==> src/rtl/riscv_cache_biu_arb.sv <==
// Cache line-fill / non-cacheable read arbiter in front of the BIU, with outstanding-transfer tracking.
// Define RISCV_CACHE_ARB_CWF_EN for critical-word-first fills; by default fills start line-aligned.
module riscv_cache_biu_arb #(
    parameter  int XLEN           = 32,
    parameter  int PLEN           = XLEN,
    parameter  int BLK_BITS       = 128,
    parameter  int INFLIGHT_DEPTH = 2,
    localparam int BURST_SIZE     = BLK_BITS / XLEN,
    localparam int INFLIGHT_BITS  = $clog2(INFLIGHT_DEPTH + 1)
) (
    input  logic                     clk_i,
    input  logic                     rst_i,
    input  logic                     fill_req_i,
    input  logic [PLEN-1:0]          fill_adr_i,
    output logic                     fill_ack_o,
    output logic                     fill_err_o,
    input  logic                     nc_req_i,
    input  logic [PLEN-1:0]          nc_adr_i,
    output logic                     nc_stb_ack_o,
    output logic                     nc_ack_o,
    input  logic                     flush_i,
    output logic                     biu_stb_o,
    input  logic                     biu_stb_ack_i,
    output logic [PLEN-1:0]          biu_adri_o,
    output logic                     biu_burst_o,
    input  logic                     biu_ack_i,
    input  logic                     biu_err_i,
    input  logic [XLEN-1:0]          biu_q_i,
    output logic [BLK_BITS-1:0]      line_o,
    output logic [BURST_SIZE-1:0]    word_vld_o,
    output logic [INFLIGHT_BITS-1:0] inflight_cnt_o
);

    localparam int BURST_BITS = $clog2(BURST_SIZE);
    localparam int BYTE_BITS  = $clog2(XLEN / 8);
    localparam int LINE_BITS  = BYTE_BITS + BURST_BITS;
    localparam logic [INFLIGHT_BITS-1:0] MAX_INFLIGHT = INFLIGHT_BITS'(INFLIGHT_DEPTH);
    localparam logic [BURST_BITS-1:0]    LAST_BEAT    = BURST_BITS'(BURST_SIZE - 1);
    localparam logic [PLEN-1:0]          BYTE_MASK    = PLEN'((1 << BYTE_BITS) - 1);
    localparam logic [PLEN-1:0]          LINE_MASK    = PLEN'((1 << LINE_BITS) - 1);

    typedef enum logic [1:0] {
        IDLE,
        FILL_REQ,
        FILL_DATA,
        FILL_DONE
    } state_t;

    state_t                   r_state;
    state_t                   w_state_nxt;
    logic [INFLIGHT_BITS-1:0] r_inflight;
    logic [INFLIGHT_BITS-1:0] r_discard;
    logic [INFLIGHT_BITS-1:0] w_inflight_nxt;
    logic [BURST_BITS-1:0]    r_widx;
    logic [BURST_BITS-1:0]    r_beat;
    logic [BURST_BITS-1:0]    w_start_widx;
    logic [PLEN-1:0]          r_fill_adr;
    logic [PLEN-1:0]          w_start_adr;
    logic [BLK_BITS-1:0]      r_line;
    logic [BURST_SIZE-1:0]    r_word_vld;
    logic                     r_fill_err;
    logic                     w_stb_accept;
    logic                     w_rsp;
    logic                     w_fill_start;

`ifdef RISCV_CACHE_ARB_CWF_EN
    assign w_start_adr  = fill_adr_i & ~BYTE_MASK;
    assign w_start_widx = fill_adr_i[LINE_BITS-1:BYTE_BITS];
`else
    assign w_start_adr  = fill_adr_i & ~LINE_MASK;
    assign w_start_widx = '0;
`endif

    assign w_stb_accept = biu_stb_o & biu_stb_ack_i;
    assign w_rsp        = biu_ack_i | biu_err_i;
    assign w_fill_start = (r_state == IDLE) && (w_state_nxt == FILL_REQ);

    // Burst beats also count as responses, so the counter saturates at both ends.
    always_comb begin
        w_inflight_nxt = r_inflight;
        if (w_stb_accept && !w_rsp && (r_inflight != MAX_INFLIGHT))
            w_inflight_nxt = r_inflight + INFLIGHT_BITS'(1);
        else if (!w_stb_accept && w_rsp && (r_inflight != '0))
            w_inflight_nxt = r_inflight - INFLIGHT_BITS'(1);
    end

    always_comb begin
        w_state_nxt  = r_state;
        biu_stb_o    = 1'b0;
        biu_burst_o  = 1'b0;
        biu_adri_o   = '0;
        nc_stb_ack_o = 1'b0;
        case (r_state)
            IDLE: begin
                if (fill_req_i) begin
                    if (r_inflight == '0)
                        w_state_nxt = FILL_REQ;
                end else if (nc_req_i && (r_inflight != MAX_INFLIGHT)) begin
                    biu_stb_o    = 1'b1;
                    biu_adri_o   = nc_adr_i & ~BYTE_MASK;
                    nc_stb_ack_o = biu_stb_ack_i;
                end
            end
            FILL_REQ: begin
                biu_stb_o   = 1'b1;
                biu_burst_o = 1'b1;
                biu_adri_o  = r_fill_adr;
                if (biu_err_i)
                    w_state_nxt = IDLE;
                else if (biu_stb_ack_i)
                    w_state_nxt = FILL_DATA;
            end
            FILL_DATA: begin
                if (biu_err_i)
                    w_state_nxt = IDLE;
                else if (biu_ack_i && (r_beat == LAST_BEAT))
                    w_state_nxt = FILL_DONE;
            end
            FILL_DONE: w_state_nxt = IDLE;
            default:   w_state_nxt = IDLE;
        endcase
        // The state register may still hold a busy state until the reset edge.
        if (rst_i) begin
            biu_stb_o    = 1'b0;
            nc_stb_ack_o = 1'b0;
        end
    end

    always_ff @(posedge clk_i) begin
        if (rst_i) begin
            r_state    <= IDLE;
            r_inflight <= '0;
            r_discard  <= '0;
            r_widx     <= '0;
            r_beat     <= '0;
            r_fill_adr <= '0;
            r_line     <= '0;
            r_word_vld <= '0;
            r_fill_err <= 1'b0;
        end else begin
            r_state    <= w_state_nxt;
            r_inflight <= w_inflight_nxt;
            r_fill_err <= biu_err_i && ((r_state == FILL_REQ) || (r_state == FILL_DATA));
            if (flush_i)
                r_discard <= w_inflight_nxt;
            else if (w_rsp && (r_discard != '0))
                r_discard <= r_discard - INFLIGHT_BITS'(1);
            if (w_fill_start) begin
                r_fill_adr <= w_start_adr;
                r_widx     <= w_start_widx;
                r_beat     <= '0;
                r_word_vld <= '0;
            end else if ((r_state == FILL_DATA) && biu_ack_i && !biu_err_i) begin
                for (int w = 0; w < BURST_SIZE; w++) begin
                    if (r_widx == BURST_BITS'(w)) begin
                        r_line[w*XLEN +: XLEN] <= biu_q_i;
                        r_word_vld[w]          <= 1'b1;
                    end
                end
                r_widx <= r_widx + BURST_BITS'(1);
                r_beat <= r_beat + BURST_BITS'(1);
            end
        end
    end

    assign fill_ack_o     = (r_state == FILL_DONE);
    assign fill_err_o     = r_fill_err;
    assign nc_ack_o       = biu_ack_i && (r_state == IDLE) && (r_discard == '0) && !rst_i;
    assign line_o         = r_line;
    assign word_vld_o     = r_word_vld;
    assign inflight_cnt_o = r_inflight;

endmodule

==> config.mk <==
export PLATFORM = sky130hd
export DESIGN_NAME = riscv_cache_biu_arb
export DESIGN_NICKNAME = d
export VERILOG_FILES = /design/src/rtl/riscv_cache_biu_arb.sv
export SDC_FILE = /design/constraint.sdc
export NUM_CORES = 1
export LEC_CHECK = 0
export CORE_MARGIN = 1.5
export CORE_UTILIZATION = 44
export CTS_CLUSTER_DIAMETER = 150
export CTS_CLUSTER_SIZE = 12
export DETAILED_ROUTE_END_ITERATION = 6
export GPL_ROUTABILITY_DRIVEN = 0
export PLACE_DENSITY_LB_ADDON = 0.15
export SLEW_MARGIN = 20
export SYNTH_ARGS = -nofsm -noshare
export SYNTH_HDL_FRONTEND = slang
export SYNTH_SLANG_ARGS = --single-unit
==> constraint.sdc <==
create_clock -name clk_i -period 2.7 [get_ports clk_i]
set_clock_uncertainty 0.15 [all_clocks]
set_input_delay 0.54 -clock clk_i [delete_from_list [all_inputs] [get_ports clk_i]]
set_output_delay 0.54 -clock clk_i [all_outputs]
set_load 0.05 [all_outputs]
Word level (Yosys, flattened, before mapping)
Cells that the tools add are included.
{ "classes": {"n_eq_ne": 9, "add_sub_neg": 5, "reduce_logical": 35, "n_mux": 23, "n_bitwise": 3} }
{ "ops": {"columns": ["operator", "n"], "rows": [
  ["$mux 32", 2],
  ["$pmux 32 s2", 1],
  ["$mux 2", 10],
  ["$logic_and 1x1->1", 14],
  ["$reduce_and 3->1", 4],
  ["$eq 2x2->1 const B", 5],
  ["$logic_not 2->1", 4],
  ["$mux 1", 8],
  ["$pmux 2 s4", 1],
  ["$reduce_and 2->1", 4],
  ["$add 2x1->2 const B", 3],
  ["$eq 2x1->1 const B", 3],
  ["$reduce_bool 2->1", 3],
  ["$logic_not 1->1", 4],
  ["$sub 2x1->2 const B", 2],
  ["$ne 2x2->1 const B", 1],
  ["$pmux 1 s2", 1],
  ["$reduce_or 2->1", 1],
  ["$and 1x1->1", 1],
  ["$logic_or 1x1->1", 1],
  ["$not 1->1", 1],
  ["$or 1x1->1", 1]
]} }
{ "totals": {"ff_bits": 171, "in_bits": 104} }

Longest topological paths before layout
Gate-level depths: netlist of run 1.
{ "logic_depth": {"word_depth": 13, "mapped_depth": 9} }

Worst setup path after synthesis of run 1
OpenSTA, ideal clock, no wires.
{ "synth_timing": {"kind": "register to output", "start": "register r_state[1]", "end": "output biu_stb_o", "arrival_ps": 2494, "required_time_ps": 2010, "slack_ps": -484, "path_stages_with_launch": 8, "path_cell_list": "dfxtp_1 inv_1 ha_1 clkbuf_1 clkbuf_1 clkbuf_1 nor2_1 nor2_1"} }
{ "synth_via": {"elab_chain_len": 3} }
{ "synth_lines": {"columns": ["item", "line", "rtl"], "rows": [
  ["start, declared", "49", "state_t r_state;"],
  ["start signal, assigned", "141", "r_state <= w_state_nxt;"],
  ["$eq 2x1->1 or $logic_not 2->1 (tied branches)", "93", "case (r_state)"],
  ["$pmux 1 s2 (*)", "93", null],
  ["$mux 1 (*)", "123", "if (rst_i) begin"],
  ["end, declared", "22", "output logic biu_stb_o,"]
]} }
Every way passes the cells marked *; elsewhere a longest branch is shown, timed or not.

Worst setup path after layout of run 1
{ "layout_timing": {"start": "register r_inflight[0], in the netlist inflight_cnt_o[0]", "end": "output biu_adri_o[24]"} }
{ "layout_via": {"elab_chain_len": 5} }
{ "layout_lines": {"columns": ["item", "line", "rtl"], "rows": [
  ["start, declared", "51", "logic [INFLIGHT_BITS-1:0] r_inflight;"],
  ["start signal, assigned", "142", "r_inflight <= w_inflight_nxt;"],
  ["$ne 2x2->1", "98", "end else if (nc_req_i && (r_inflight != MAX_INFLIGHT)) begin"],
  ["$logic_and 1x1->1", "98", null],
  ["$mux 32", "98", null],
  ["$mux 32", "95", "if (fill_req_i) begin"],
  ["$pmux 32 s2", "93", null],
  ["end, declared", "24", "output logic [PLEN-1:0] biu_adri_o,"]
]} }
No other way between the ends.

==> reports/summary.txt, run 1 <==
Initial antenna violation count: 0
1st-pass router iterations: 5
Vias: 7,363
Crit path max fanout: 15
Synth Flop Type: dfxtp_1
I/O pins: 276
Largest stage delay on the critical path: 0.44 ns
Worst Tran Pin Value: 0.663 ns
Pwr dens: 783 nW/um2
Final Net Count: 1,208
Min-delay src: rst_i
FP Rows: 45
Fin crit period: 2.66 ns
Area of the multi-input gates: 3250 um2
Clk sink count: 171
Tot GR Track Use: 28.0%
Fillcell total: 1,206
CP bufs+invs: 3
Reg2reg path depth: 8
Outcome: complete, no violations
Final ANT Viol Nets: 0
Post-route clock period utilization: 98.5%
Clock Tree Buf Depth: 2
Vias in the first global route: 6,617
Endpoint type of the worst setup path: primary output
Post-synth EDFFs: 0
Inserted Clock Buffers: 17
Insertion delay to the later sink of the worst-skew pair: 0.42 ns
Area Growth Syn to Fin: 58.4%
Synthesized cell area: 7010 um2
Final instance area: 11,100 um2
Via density: 5.59
Die Area: 16,700 um2
R2R Path Start: r_state[1]$_SDFF_PP0_
Initial DRC Count: 575
Count of final setup violators: 0
Worst path cell trace: inv_4, ha_2, and4bb_4, clkbuf_16, a22o_2, buf_12
Diodes inserted: 0
Mean Syn Cell Area: 8.19 um2
Pin count of the biggest net entering global routing: 146
Worst min path class: primary input to register
Seq/Total Area, Yosys: 48.8%
RSZ-0062 raised after global routing: true
CORE AREA: 15,400 um2
Post-synth ARST share: 0%
Crit path DAT: 1.97 ns
Clk root buf: clkbuf_16
Wirelength, routed: 24,300 um
# H-tree levels: 4
Family with the most delay on the worst path: simple AND/OR/NAND/NOR gates
Synth Warn #: 0
Setup ws final: 0.0397 ns
Register cell area after layout: 3430 um2
Reg-to-reg slack, setup: 0.33 ns
Die outline height: 129 um
Area of placed instances: 10,400 um2
Kind of critical path: register to primary output
Dpl hpwl: 16,000 um
Relative slew slack: 55.8%
Port-buffer cells: 267
Highest Clock Rate: 376 MHz
Max-capacitance violation count: 0
Critical path required time: 2.01 ns
Grt ovf: 0
Fin. Hold Viols: 0
Pre-CTS setup slack: 0.123 ns
Hold Path End: r_fill_adr[12]$_SDFFE_PP0P_
Wire length per cell: 18.5 um
Worst Hold Path Cells: 2
Die width: 129 um
CTS tree: built
Mapped Cells: 856
Reg2reg end: r_discard[0]$_SDFFE_PP0P_
Starting Density: 45.6%
Leakage: 3.83 nW
Residual DRC: 0
Clock transition at path regs: 0.06 ns
Yosys cell types: 39
Proportion of layout cells with a drive suffix above 1: 13.7%
Slowest CP cell: and4bb_4
First-pass GRT wire length: 36,300 um
Startpoint Class: register
#FFs+latches synth: 171
VDD IR max: 0.000394 V
Fin. max-slew vios: 0
state kept, by name (all words and copies together), names as in the netlist:
signal	flops
line_o	128
r_fill_adr	28
word_vld_o	4
inflight_cnt_o	2
r_beat	2
r_discard	2
r_state	2
r_widx	2
fill_err_o	1
how the worst max path moves through the flow:
| stage | startpoint | to | slack, ns | cells after the start |
|---|---|---|---|---|
| after global routing | r_state[1]$_SDFF_PP0_ | biu_adri_o[27] | -0.02 | 6 |
| after global placement | fill_req_i | biu_stb_o | 0.14 | 6 |
| final | inflight_cnt_o[0]$_SDFF_PP0_ | biu_adri_o[24] | 0.04 | 6 |
| after CTS | inflight_cnt_o[0]$_SDFF_PP0_ | biu_stb_o | 0.03 | 7 |
| after floorplan | r_state[1]$_SDFF_PP0_ | biu_stb_o | 0.08 | 7 |
| after detailed placement | fill_req_i | biu_stb_o | 0.12 | 6 |
kinds of logic (layout without fill, tap and decap cells):
kind of cell	Yosys count	after routing	synth area share, %
adder cells (fa/ha/maj)	12	12	2.14
AO/OA/AOI/OAI	338	338	26.5
XOR/XNOR	3	3	0.375
buffers and inverters	102	350	6.05
multiplexers	3	3	0.429
flip-flops	171	171	48.8
other	1	2	0.0535
AND/OR/NAND/NOR	226	226	15.6
synthesized netlist by cell type, types with 5 or more instances:
cell | n | share of area (%)
a21oi_1 | 159 | 11
a22o_1 | 28 | 3.5
and2_1 | 8 | 0.71
buf_1 | 6 | 0.32
buf_2 | 15 | 1.1
buf_4 | 6 | 0.64
clkbuf_1 | 65 | 3.5
dfxtp_1 | 171 | 49
ha_1 | 12 | 2.1
inv_1 | 10 | 0.54
nand2_1 | 63 | 3.4
nand3_1 | 130 | 9.3
nor2_1 | 7 | 0.38
nor3_1 | 7 | 0.50
o21a_1 | 5 | 0.54
o21ai_0 | 133 | 9.5
final cells by class:
class,instances,share of cell area [%]
tap,211,2.38
multi-input combinational,584,29.3
clock inverter,10,1.27
inverter,10,0.361
clock buffer,22,4.18
sequential,171,30.9
timing repair buffer,308,31.6
repair_timing:
action	in CTS	in global routing
resized for setup	3	9
endpoints found under the hold margin	0	0
hold buffers	0	0
pin swaps	0	2
endpoints found under the setup margin	23	32
gates cloned	0	3
buffers inserted	0	2
cells in the final DEF (no fill, tap or decap), types with 2 or more instances in the layout:
cell type | netlist | layout
a21oi_1 | 159 | 159
conb_1 | 1 | 2
nand2b_1 | 2 | 2
clkinvlp_4 | 0 | 2
o21a_1 | 5 | 4
dfxtp_1 | 171 | 168
clkbuf_1 | 65 | 3
buf_4 | 6 | 28
xnor2_1 | 3 | 3
buf_12 | 0 | 45
clkinv_2 | 0 | 2
o21ai_0 | 133 | 132
a211oi_1 | 2 | 2
and2_2 | 0 | 3
and2_1 | 8 | 5
nand3_1 | 130 | 130
nand2_1 | 63 | 63
a22o_1 | 28 | 2
and3b_1 | 2 | 2
bufinv_16 | 0 | 3
clkbuf_16 | 0 | 20
nor3_1 | 7 | 7
inv_1 | 10 | 8
nor2b_1 | 2 | 2
clkdlybuf4s50_1 | 0 | 232
clkinv_4 | 0 | 3
a22o_2 | 0 | 26
ha_1 | 12 | 9
dfxtp_2 | 0 | 2
ha_2 | 0 | 2
clkbuf_8 | 0 | 2
nor2_1 | 7 | 5
mux2i_1 | 3 | 3
layer usage:
metal | vias up | wire [um] | global-route usage (%)
met5 | - | 0 | 0
met3 | 45 | 2370 | 9.99
met4 | 0 | 686 | 11.3
met2 | 311 | 11400 | 44.5
met1 | 3492 | 9840 | 34.7
li1 | 3515 | - | -
per-stage QoR:
stage	instances	util (%)	hold WS [ns]	power, mW	setup TNS (ns)
floorplan	857	-	0.287	4.70	0
global placement	1279	67.5	0.294	6.08	0
detailed placement	1279	67.5	0.298	6.09	0
CTS	1311	71.5	0.264	8.60	0
global route	1316	72.2	0.268	9.07	-0.191
finish	1316	72.2	0.273	8.69	0
power by group:
part	internal [mW]	switching (mW)
logic	1.34	2.05
clock network	1.51	1.01
registers	2.68	0.104
total	5.53	3.16
No activity file was read; power rests on OpenSTA's default activity.
==> run 2, diff against run 1 <==
--- a/config.mk
+++ b/config.mk
@@ -12,6 +12,7 @@
 export DETAILED_ROUTE_END_ITERATION = 6
 export GPL_ROUTABILITY_DRIVEN = 0
 export PLACE_DENSITY_LB_ADDON = 0.15
+export RECOVER_POWER = 100
 export SLEW_MARGIN = 20
 export SYNTH_ARGS = -nofsm -noshare
 export SYNTH_HDL_FRONTEND = slang
==> run 2 against run 1 <==
  * The run now ends with max-capacitance violations, max-slew violations left
  * Critical path depth is the same
  * Combinational power shrank 4%
  * Highest routed layer unchanged
  * Sequential share of layout area grew 0.22 points
  * Critical endpoint unchanged
  * Sequential cell count is the same
  * Worst setup slack gained 0.0023 ns
==> reports/summary.txt, run 2 (synthesized netlist as in run 1, its figures left out) <==
Outcome: finished, violations left
Failing checks: max-capacitance violations, max-slew violations
Max-capacitance violation count: 1 (+1)
Wire length per cell: 18.5 um (about the same)
Pin count of the biggest net entering global routing: 146 (unchanged)
RSZ-0062 raised after global routing: true
Critical path required time: 2.01 ns (about the same)
Reg2reg end: line_o[79]$_SDFFE_PP0P_
Worst Tran Pin Value: 1.64 ns (+0.980 ns)
Kind of critical path: register to primary output
I/O pins: 276 (unchanged)
Fin. Hold Viols: 0 (unchanged)
Worst min path class: register to register
Clock transition at path regs: 0.07 ns (about the same)
Final hold slack: 0.307 ns (+0.0333 ns)
Grt ovf: 0 (unchanged)
Initial DRC Count: 528 (-8.2%)
First-pass GRT wire length: 36,300 um (unchanged)
Inserted Clock Buffers: 17 (unchanged)
Clk root buf: clkbuf_16
CP bufs+invs: 3 (unchanged)
Diodes inserted: 0 (unchanged)
Vias: 7,360 (-0.041%)
Non-Filler Instances: 1,316 (unchanged)
Commonest cells after routing, fill and taps aside: clkdlybuf4s50_1, dfxtp_1, a21oi_1
Slowest CP cell: and4bb_4
Via density: 5.59 (about the same)
CORE AREA: 15,400 um2 (unchanged)
Fillcell total: 1,218 (+1.0%)
Area Growth Syn to Fin: 57.2%
Endpoint type of the worst setup path: primary output
Hold Path End: r_fill_adr[29]$_SDFFE_PP0P_
Reg-to-reg slack, setup: 0.14 ns (-0.19 ns)
Commonest non-fill, non-tap cell in the layout: clkdlybuf4s50_1
Dpl hpwl: 16,000 um (unchanged)
Initial antenna violation count: 0 (unchanged)
Post-route clock period utilization: 98.4% (about the same)
CTS tree: built
Residual DRC: 0 (unchanged)
VDD IR max: 0.000390 V (-0.98%)
Pwr dens: 774 nW/um2 (-1.1%)
Highest Clock Rate: 376 MHz (about the same)
Port-buffer cells: 267 (unchanged)
1st-pass router iterations: 6 (+1)
Fin crit period: 2.66 ns (-0.00227 ns)
Starting Density: 45.6% (unchanged)
Leakage: 3.85 nW (+0.50%)
Crit path DAT: 1.97 ns (about the same)
Die Area: 16,700 um2 (unchanged)
Family with the most delay on the worst path: simple AND/OR/NAND/NOR gates
Die width: 129 um (unchanged)
Worst path cell trace: inv_4, ha_2, and4bb_4, clkbuf_16, a22o_2, buf_12
Clock Tree Buf Depth: 2 (unchanged)
Wirelength, routed: 24,300 um (about the same)
Count of final setup violators: 0 (unchanged)
Largest stage delay on the critical path: 0.44 ns (about the same)
Startpoint Class: register
Die outline height: 129 um (unchanged)
Tot GR Track Use: 28.0% (unchanged)
Proportion of layout cells with a drive suffix above 1: 13.4% (-0.27 points)
FP Rows: 45 (unchanged)
Clk sink count: 171 (unchanged)
Relative slew slack: -9.51% (-65 points)
Crit path max fanout: 15 (unchanged)
Vias in the first global route: 6,617 (unchanged)
Min-delay src: r_fill_adr[29]$_SDFFE_PP0P_
Reg2reg path depth: 7 (-1)
Final Net Count: 1,208 (unchanged)
Placed insts: 1,279 (unchanged)
R2R Path Start: inflight_cnt_o[1]$_SDFF_PP0_
Worst Hold Path Cells: 2 (unchanged)
Insertion delay to the later sink of the worst-skew pair: 0.42 ns (about the same)
# H-tree levels: 4 (unchanged)
Fin. max-slew vios: 146 (+146)
Max reg flops: 128 (unchanged)
Final ANT Viol Nets: 0 (unchanged)
==> run 2: final cells by class <==
class                   instances  area [um2]  share of cell area, %
clock inverters                10         141                   1.28
well taps                     211         264                   2.40
repair buffers                308        3430                   31.2
multi-input cells             584        3240                   29.4
inverters                      10        40.0                  0.363
clock buffers                  22         464                   4.21
flip-flops and latches        171        3430                   31.1
==> run 2: how the worst max path moves through the flow <==
stage	start	end	cells after the start
final	inflight_cnt_o[0]$_SDFF_PP0_	biu_adri_o[24]	6
after floorplan	r_state[1]$_SDFF_PP0_	biu_stb_o	7
after global placement	fill_req_i	biu_stb_o	6
after global routing	r_state[1]$_SDFF_PP0_	biu_adri_o[27]	6
after CTS	inflight_cnt_o[0]$_SDFF_PP0_	biu_stb_o	7
after detailed placement	fill_req_i	biu_stb_o	6
==> run 2: metal layers <==
metal	part of all wire, %	up-vias	GRT usage, %
li1	-	3512	-
met3	10	43	9.99
met5	0	-	0
met2	47	327	44.5
met1	40	3478	34.7
met4	2.8	0	11.3
==> run 2: power breakdown <==
part | leakage (nW) | internal [mW] | switching [mW]
Sequential | 1.38 | 2.68 | 0.103
Combinational | 2.17 | 1.21 | 2.03
Clock | 0.290 | 1.51 | 1.00
Total | 3.85 | 5.40 | 3.14
==> run 2: stage by stage <==
step	area [um2]	TNS, ns	setup slack [ns]	utilization, %	power (mW)
final	11000	0	0.0420	71.7	8.53
after global routing	11000	-0.192	-0.0217	71.7	8.91
after CTS	11000	0	0.0337	71.5	8.60
after detailed placement	10400	0	0.123	67.5	6.09
after global placement	10400	0	0.137	67.5	6.08
after floorplan	7060	0	0.0848	-	4.70
==> run 2: what timing repair did <==
item	4_1_cts	5_1_grt
buffers inserted	0	2
resized for setup	3	9
hold buffers	0	0
setup endpoints to repair	23	32
gates cloned	0	3
pin swaps	0	2
==> run 2: worst min-delay path, cell delays in order (launching register included) <==
cell     delay (ns)
dfxtp_1        0.31
nand2_1        0.05
a21oi_1        0.05
==> run 3, diff against run 2 <==
--- a/config.mk
+++ b/config.mk
@@ -10,7 +10,6 @@
 export CTS_CLUSTER_DIAMETER = 150
 export CTS_CLUSTER_SIZE = 12
 export DETAILED_ROUTE_END_ITERATION = 6
-export GPL_ROUTABILITY_DRIVEN = 0
 export PLACE_DENSITY_LB_ADDON = 0.15
 export RECOVER_POWER = 100
 export SLEW_MARGIN = 20
==> results of run 3 <==
No change in the layout: final DEF, timing and power equal those of run 2.
